[src/rtl/s2mm_pkg.sv]
// Shared definitions for the S2MM capture path: FSM states, DataMover status
// bit positions, err_code bit positions and the burst-count helper.
package s2mm_pkg;

    typedef enum logic [1:0] {
        IDLE  = 2'd0,
        RUN   = 2'd1,
        DONE  = 2'd2,
        ERROR = 2'd3
    } s2mm_state_e;

    localparam int STS_OKAY   = 7;
    localparam int STS_SLVERR = 6;
    localparam int STS_DECERR = 5;
    localparam int STS_INTERR = 4;

    localparam int ERR_SLV  = 0;
    localparam int ERR_DEC  = 1;
    localparam int ERR_INT  = 2;
    localparam int ERR_SPUR = 3;
    localparam int ERR_TO   = 4;
    localparam int ERR_CFG  = 5;

    // Round-up division by the burst size; the 33-bit sum keeps a capture
    // near 4 GiB from wrapping before the shift.
    function automatic logic [31:0] burst_count(input logic [31:0] cap_size,
                                                input int unsigned lg_burst);
        logic [32:0] round_up;
        logic [32:0] sum;
        round_up = (33'd1 << lg_burst) - 33'd1;
        sum      = {1'b0, cap_size} + round_up;
        return 32'(sum >> lg_burst);
    endfunction

endpackage

[src/rtl/s2mm_wdog.sv]
// Hang watchdog: down-counter reloaded by clr, decremented while en is high,
// expire asserts while enabled at terminal count zero.
module s2mm_wdog #(
    parameter int unsigned WIDTH = 20
) (
    input  logic             clk,
    input  logic             resetn,
    input  logic             clr,
    input  logic             en,
    input  logic [WIDTH-1:0] load_val,
    output logic             expire
);

    logic [WIDTH-1:0] cnt_q;

    always_ff @(posedge clk) begin
        if (!resetn) begin
            cnt_q <= '0;
        end else if (clr) begin
            cnt_q <= load_val;
        end else if (en && (cnt_q != '0)) begin
            cnt_q <= cnt_q - WIDTH'(1);
        end
    end

    assign expire = en && (cnt_q == '0);

endmodule

[src/rtl/axis_sts_mon_s2mm.sv]
// S2MM completion monitor: counts outstanding DataMover commands against
// returned status words and reports done, DataMover errors, spurious status and hangs.
//
//  state | meaning
//  IDLE  | waiting for write_start; any status here is spurious
//  RUN   | capture in flight; counting commands, statuses and idle time
//  DONE  | every expected burst returned OKAY; wr_done high
//  ERROR | something went wrong; wr_error high, err_code keeps accumulating
module axis_sts_mon_s2mm
    import s2mm_pkg::*;
#(
    parameter int unsigned MAX_BURST_LEN  = 4096,
    parameter int unsigned TIMEOUT_CYCLES = 1000000,
    parameter int unsigned OUTST_WIDTH    = 8
) (
    input  logic                   clk,
    input  logic                   resetn,
    input  logic                   cmd_tvalid,
    input  logic                   cmd_tready,
    input  logic [7:0]             s_axis_sts_tdata,
    input  logic                   s_axis_sts_tvalid,
    output logic                   s_axis_sts_tready,
    input  logic                   s_axis_sts_tkeep,
    input  logic                   s_axis_sts_tlast,
    input  logic                   write_start,
    input  logic                   write_reset,
    input  logic [31:0]            cap_size,
    output logic                   wr_done,
    output logic                   wr_error,
    output logic [5:0]             err_code,
    output logic [31:0]            sts_cnt,
    output logic [OUTST_WIDTH-1:0] outstanding
);

    localparam int unsigned LG_BURST = $clog2(MAX_BURST_LEN);
    localparam int unsigned TW       = $clog2(TIMEOUT_CYCLES);
    localparam logic [TW-1:0] T_LOAD = TW'(TIMEOUT_CYCLES - 1);

    s2mm_state_e            state_q, state_d;
    logic [OUTST_WIDTH-1:0] outst_q, outst_d;
    logic [31:0]            cnt_q, cnt_d;
    logic [31:0]            exp_q, exp_d;
    logic [5:0]             err_q, err_d;

    logic       cmd_hs, sts_hs;
    logic       outst_zero, outst_full, dec;
    logic       okay, slv, decerr, intr;
    logic [2:0] sts_err_bits;
    logic       sts_is_err;
    logic       spurious;
    logic       wdog_clr, wdog_exp;
    logic       unused_sts;

    // The DataMover is never backpressured outside reset.
    assign s_axis_sts_tready = resetn;

    assign cmd_hs     = cmd_tvalid & cmd_tready;
    assign sts_hs     = s_axis_sts_tvalid & s_axis_sts_tready;
    assign outst_zero = (outst_q == '0);
    assign outst_full = &outst_q;
    assign dec        = sts_hs && !outst_zero;

    assign okay   = s_axis_sts_tdata[STS_OKAY];
    assign slv    = s_axis_sts_tdata[STS_SLVERR];
    assign decerr = s_axis_sts_tdata[STS_DECERR];
    assign intr   = s_axis_sts_tdata[STS_INTERR];

    // A bare OKAY=0 with no cause bits is reported as an internal error.
    assign sts_err_bits = {intr | (!okay & !slv & !decerr), decerr, slv};
    assign sts_is_err   = |sts_err_bits;

    // The generator always issues tag 0, so TAG and the framing bits carry nothing.
    assign unused_sts = ^{s_axis_sts_tdata[3:0], s_axis_sts_tkeep, s_axis_sts_tlast};

    always_comb begin
        state_d  = state_q;
        outst_d  = outst_q;
        cnt_d    = cnt_q;
        exp_d    = exp_q;
        err_d    = err_q;
        wdog_clr = 1'b1;
        spurious = 1'b0;

        if (sts_hs) begin
            cnt_d = cnt_q + 32'd1;
        end

        if (cmd_hs && !dec) begin
            if (!outst_full) begin
                outst_d = outst_q + OUTST_WIDTH'(1);
            end
        end else if (dec && !cmd_hs) begin
            outst_d = outst_q - OUTST_WIDTH'(1);
        end

        case (state_q)
            IDLE: begin
                if (sts_hs) begin
                    spurious = 1'b1;
                end else if (write_start) begin
                    if (cap_size != '0) begin
                        exp_d   = burst_count(cap_size, LG_BURST);
                        cnt_d   = '0;
                        outst_d = '0;
                        state_d = RUN;
                    end else begin
                        err_d[ERR_CFG] = 1'b1;
                        state_d        = ERROR;
                    end
                end
            end
            RUN: begin
                wdog_clr = sts_hs || outst_zero;
                if (sts_hs) begin
                    // Status beyond the expected count means generator and monitor disagree.
                    if (outst_zero || (cnt_q == exp_q)) begin
                        spurious = 1'b1;
                    end
                    if (sts_is_err) begin
                        err_d[ERR_INT:ERR_SLV] = err_q[ERR_INT:ERR_SLV] | sts_err_bits;
                        state_d                = ERROR;
                    end else if (!spurious && (cnt_d == exp_q) && (outst_d == '0)) begin
                        state_d = DONE;
                    end
                end
                if (wdog_exp) begin
                    err_d[ERR_TO] = 1'b1;
                    state_d       = ERROR;
                end
            end
            DONE: begin
                if (sts_hs) begin
                    spurious = 1'b1;
                end
            end
            ERROR: begin
                if (sts_hs) begin
                    err_d[ERR_INT:ERR_SLV] = err_q[ERR_INT:ERR_SLV] | sts_err_bits;
                    if (outst_zero) begin
                        spurious = 1'b1;
                    end
                end
            end
            default: begin
                state_d = IDLE;
            end
        endcase

        if (spurious) begin
            err_d[ERR_SPUR] = 1'b1;
            state_d         = ERROR;
        end
    end

    always_ff @(posedge clk) begin
        if (!resetn || write_reset) begin
            state_q <= IDLE;
            outst_q <= '0;
            cnt_q   <= '0;
            exp_q   <= '0;
            err_q   <= '0;
        end else begin
            state_q <= state_d;
            outst_q <= outst_d;
            cnt_q   <= cnt_d;
            exp_q   <= exp_d;
            err_q   <= err_d;
        end
    end

    s2mm_wdog #(
        .WIDTH (TW)
    ) u_wdog (
        .clk      (clk),
        .resetn   (resetn),
        .clr      (wdog_clr),
        .en       (state_q == RUN),
        .load_val (T_LOAD),
        .expire   (wdog_exp)
    );

    assign wr_done     = (state_q == DONE);
    assign wr_error    = (state_q == ERROR);
    assign err_code    = err_q;
    assign sts_cnt     = cnt_q;
    assign outstanding = outst_q;

endmodule

[config.mk]
export PLATFORM = sky130hd
export DESIGN_NAME = axis_sts_mon_s2mm
export DESIGN_NICKNAME = d
export VERILOG_FILES = /design/src/rtl/s2mm_pkg.sv /design/src/rtl/s2mm_wdog.sv /design/src/rtl/axis_sts_mon_s2mm.sv
export SDC_FILE = /design/constraint.sdc
export NUM_CORES = 1
export LEC_CHECK = 0
export BUFFER_PORTS_ARGS = -buffer_cell sky130_fd_sc_hd__buf_2
export CORE_MARGIN = 8
export CORE_UTILIZATION = 62
export DETAILED_ROUTE_END_ITERATION = 12
export HOLD_SLACK_MARGIN = 0.08
export PLACE_DENSITY = 0.95
export SLEW_MARGIN = 20
export SYNTH_ARGS = -nofsm -noshare
export SYNTH_HDL_FRONTEND = slang
export SYNTH_HIERARCHICAL = 1
export SYNTH_SLANG_ARGS = --single-unit
[constraint.sdc]
create_clock -name clk -period 8.82 [get_ports clk]
set_input_delay 2.646 -clock clk [delete_from_list [all_inputs] [get_ports clk]]
set_output_delay 2.646 -clock clk [all_outputs]
set_load 0.05 [all_outputs]
# Yosys cells after proc, flatten, opt, wreduce, memory -nomap -nowiden
# Index checks and enable logic that the tools add are counted.
[word_totals] ff_bits=89 inputBits=49 out_inout_bits=49 elab_cells=108
[classes] n_addsub=5 n_eq_ne=12 muxes=36 n_bitwise=9 reduce_logical=36
[ops] op="32-bit two-way mux" count=5
[ops] op="32-bit by 21-bit == test with 1-bit output" count=2
[ops] op="8-bit two-way mux" count=7
[ops] op="20-bit two-way mux" count=2
[ops] op="32-bit by 12-bit adder with 33-bit output (second input constant)" count=1
[ops] op="32-bit by 1-bit adder with 32-bit output (second input constant)" count=1
[ops] op="32-bit nonzero test" count=1
[ops] op="20-bit logical NOT" count=1
[ops] op="20-bit nonzero test" count=1
[ops] op="20-bit by 1-bit subtractor with 20-bit output (second input constant)" count=1
[ops] op="8-bit logical NOT" count=2
[ops] op="2-bit two-way mux" count=8
[ops] op="4-bit AND reduction" count=3
[ops] op="3-bit two-way mux" count=3
[ops] op="8-bit by 1-bit adder with 8-bit output (second input constant)" count=1
[ops] op="1-bit logical NOT" count=8
[ops] op="1-bit two-way mux" count=8
[ops] op="8-bit AND reduction" count=1
[ops] op="8-bit by 1-bit subtractor with 8-bit output (second input constant)" count=1
[ops] op="1-bit logical AND" count=7
[ops] op="3-bit inequality test (second input constant)" count=2
[ops] op="3-bit case mux with 2 select lines" count=1
[ops] op="5-bit inequality test (second input constant)" count=1
[ops] op="5-bit AND reduction" count=1
[ops] op="other kinds (18)" count=29

# Logic depth before layout (Yosys ltp)
[depth] word_depth=14 ltp_mapped=11 ltp_nobuf=10

# Hierarchy
# Netlist, hierarchy kept.
[by_module_without_submodules] module="axis_sts_mon_s2mm" n_inst=1 cells_per_inst=582 area_each_um2=4561.9
[by_module_without_submodules] module="s2mm_wdog" n_inst=1 cells_per_inst=148 area_each_um2=1233.7

# Worst setup path before layout
# Ideal clock, no wire load.
[synth_path] path_type="in2out" startpoint="in resetn" endpoint="out s_axis_sts_tready" t_arrival_ns=2.816 t_required_ns=6.174 setup_slack_ns=3.358 stages=1 path_buffers=1 cell_sequence="buf_4"
[synth_lines] item="start, declared" line="axis_sts_mon_s2mm.sv:17" rtl="input logic resetn,"
[synth_lines] item="end, declared" line="axis_sts_mon_s2mm.sv:22" rtl="output logic s_axis_sts_tready,"
# No word-level cell between the ends.

# Final worst setup path
[layout_path] startpoint="in resetn" endpoint="out s_axis_sts_tready"
# No word-level cell between the ends.

==> flow_metrics.env <==
export IMPL_antenna_found_initial=0
export IMPL_p_leak_nw=2.53
export IMPL_drt_wl_total_mm=16.4
export IMPL_top_usage_layer="met2"
export IMPL_syn_inst=730
export IMPL_crit_chain="buf_2, buf_2"
export IMPL_p_per_area_nw_per_um2=131
export IMPL_required_ps=6170
export IMPL_setup_violations=0
export IMPL_cts_tree="yes"
export IMPL_grt_overflow_total=0
export IMPL_period_needed_ps=5980
export IMPL_worst_setup_path_type="in2out"
export IMPL_crit_path_start_kind="input pin"
export IMPL_htreeDepth=3
export IMPL_tns_ps=0
export IMPL_via_per_inst=6.48
export IMPL_crit_top_cell="buf_2"
export IMPL_synth_compound_area_share=0.184
export IMPL_ys_types=76
export IMPL_skew_ps=12.9
export IMPL_firstDrtPassIters=7
export IMPL_power_mw=0.847
export IMPL_grt_pass1_vias=5801
export IMPL_synth_edff_count=0
export IMPL_dpl_hpwl_mm=12.0
export IMPL_final_cells=925
export IMPL_synth_simple_gate_area_share=0.289
export IMPL_synth_top_family_by_area="simple AND/OR/NAND/NOR gates"
export IMPL_maxCapViolations=0
export IMPL_yosysTopAreaCell="dfxtp_1"
export IMPL_place_congestion=0.974
export IMPL_outcome="finished clean"
export IMPL_slew_viol_final=0
export IMPL_layout_nets=864
export IMPL_die_w_um=113
export IMPL_yosysMostFrequentCell="dfxtp_1"
export IMPL_cts_buffers_inserted=9
export IMPL_slowest_delay_ps=340
export IMPL_clk_pin_slew_worst_paths_ps=90
export IMPL_cts_buffer_depth=2
export IMPL_grt_util_met2=0.427
export IMPL_regArea_sq_um=1780
export IMPL_muxShareOfSynthArea=0.0158
export IMPL_syn_avg_cell_area_sq_um=7.94
export IMPL_hold_path_class="reg2reg"
export IMPL_grt_max_degree=42
export IMPL_ys_top_cells_by_count="89 x dfxtp_1, 82 x nor2_1, 58 x xor2_1"
export IMPL_yosysSeqAreaShare=0.307
export IMPL_ys_warn_count=6
export IMPL_synth_xor_area_share=0.141
export IMPL_worstMarginPinSlew_ps=897
export IMPL_synth_top_area_frac=0.307
export IMPL_postCtsHoldBufs=0
export IMPL_insertedDiodeCount=0
export IMPL_ir_drop_mv=0.0836
export IMPL_num_rows=35
export IMPL_drc=0
export IMPL_dr_total_vias=5990
export IMPL_synth_ff_type="dfxtp_1"
export IMPL_detail_route_antenna_nets=0
export IMPL_relSlewSlack=0.402
export IMPL_netlist_area_sq_um=5800
export IMPL_grt_usage=0.255
export IMPL_cts_resized=0
export IMPL_ys_ff_latch=89
export IMPL_max_freq_ghz=0.167
export IMPL_grt_use_met3=0.0585
export IMPL_rsz0062_at_grt="no"
export IMPL_design_core_area_sq_um=9150
export IMPL_worstPathMaxFanout=27
export IMPL_die_area_sq_um=12700
export IMPL_arrival_ps=3330
export IMPL_cp_top_family="buffers and inverters"
export IMPL_grt_pass1_wl_mm=27.0
export IMPL_fin_crit_sh=0.678
export IMPL_synth_area_top_cells="dfxtp_1 31%, xor2_1 8.8%, nor2_1 5.3%"
export IMPL_synth_adder_area_share=0.0130
export IMPL_cpMaxStageDelayCell="buf_2"
export IMPL_postCtsSetupBuffers=0
export IMPL_cts_sinks=89
export IMPL_io_pins=98
export IMPL_io_buffers=91
export IMPL_drive_gt1_frac=0.172
export IMPL_dp_cells=909
export IMPL_critPathCaptureType="primary output"
export IMPL_async_reset_ff_frac=0
export IMPL_final_hold_violation_count=0
export IMPL_met1_usage=0.297
export IMPL_first_iter_violations=634
export IMPL_fin_worst_hold_slack_ps=448
export IMPL_clkLatencyLatePin_ps=370
export IMPL_start_util=0.633
export IMPL_wl_per_cell_um=17.8
export IMPL_multiInputGateArea_sq_um=3800
export IMPL_area_growth_pct=11.8
export IMPL_num_fill_cells=684
export IMPL_die_y_um=113
export IMPL_cts_root_buf="clkbuf_8"
export IMPL_crit_buf_inv=2
## cells by family (layout without fill, tap and decap cells)
group | count (synthesis) | count (layout)
simple gates | 302 | 302
fa+ha+maj | 6 | 6
buf+inv | 66 | 132
other cells | 2 | 20
compound gates | 163 | 163
mux | 9 | 9
xor+xnor | 93 | 93
flops | 89 | 89
## metal layers
| metal | up-vias | wire length (um) |
|---|---|---|
| met5 | - | 0 |
| met4 | 0 | 637 |
| met3 | 72 | 1410 |
| met2 | 349 | 7720 |
| met1 | 2771 | 6680 |
| li1 | 2798 | - |
## stage by stage
| stage | util | setup WS [ps] | cell area, sq um |
|---|---|---|---|
| after CTS | 0.708 | 2840 | 6480 |
| after global placement | 0.686 | 2850 | 6280 |
| after detailed placement | 0.686 | 2850 | 6280 |
| after floorplan | - | 3360 | 5860 |
| final | 0.708 | 2840 | 6480 |
| after global routing | 0.708 | 2790 | 6480 |
## layout by cell type (no fill, tap or decap), types with 4 or more instances in the layout
master / synthesis / final
a211oi_1: 10 / 10
a21oi_1: 43 / 43
a31oi_1: 16 / 16
and2_1: 8 / 8
and3_1: 11 / 11
and4_1: 5 / 5
buf_2: 10 / 91
clkbuf_8: 0 / 10
conb_1: 2 / 20
dfxtp_1: 89 / 89
ha_1: 6 / 6
inv_1: 23 / 23
mux2i_1: 8 / 8
nand2_1: 36 / 36
nand2b_1: 6 / 6
nand3_1: 29 / 29
nand4_1: 25 / 25
nor2_1: 82 / 81
nor2b_1: 6 / 6
nor3_1: 18 / 18
nor4_1: 30 / 30
o2111ai_1: 4 / 4
o211ai_1: 5 / 5
o21ai_0: 41 / 41
o31ai_1: 6 / 6
or3_1: 11 / 11
or4_1: 8 / 8
xnor2_1: 35 / 35
xor2_1: 58 / 58
## worst paths after layout
kind / startpoint / to / slack [ps] / cells after the start
setup reg to reg: state_q[0] / state_q[0] / 4980 / 10
hold reg to reg: err_code[2] / err_code[2] / 450 / 2
hold / removal: err_code[2] / err_code[2] / 450 / 2
setup / recovery: resetn / s_axis_sts_tready / 2840 / 2
## flip-flops by register name (all words and copies together), names as in the netlist
name,cells
u_wdog/cnt_q,20
sts_cnt,32
err_code,6
exp_q,21
outstanding,8
state_q,2
## final cells by class
type	instances	area share
repair buffers	93	0.0726
well taps	111	0.0214
inverters	23	0.0133
multi-input cells	593	0.586
flip-flops and latches	89	0.275
clock inverters	6	0.0100
clock buffers	10	0.0212
## worst reg2reg max path, delay by kind of cell (launching register included)
| family | cells | cell delay, ps |
|---|---|---|
| buffers and inverters | 2 | 370 |
| flip-flops | 1 | 470 |
| AND/OR/NAND/NOR | 4 | 1870 |
| AO/OA/AOI/OAI | 4 | 1000 |
## where the power goes
| group | internal (mW) | switching, mW |
|---|---|---|
| Sequential | 0.413 | 0.0156 |
| Combinational | 0.0476 | 0.0776 |
| Clock | 0.140 | 0.153 |
Note: power is estimated with default switching activity, not from simulation.
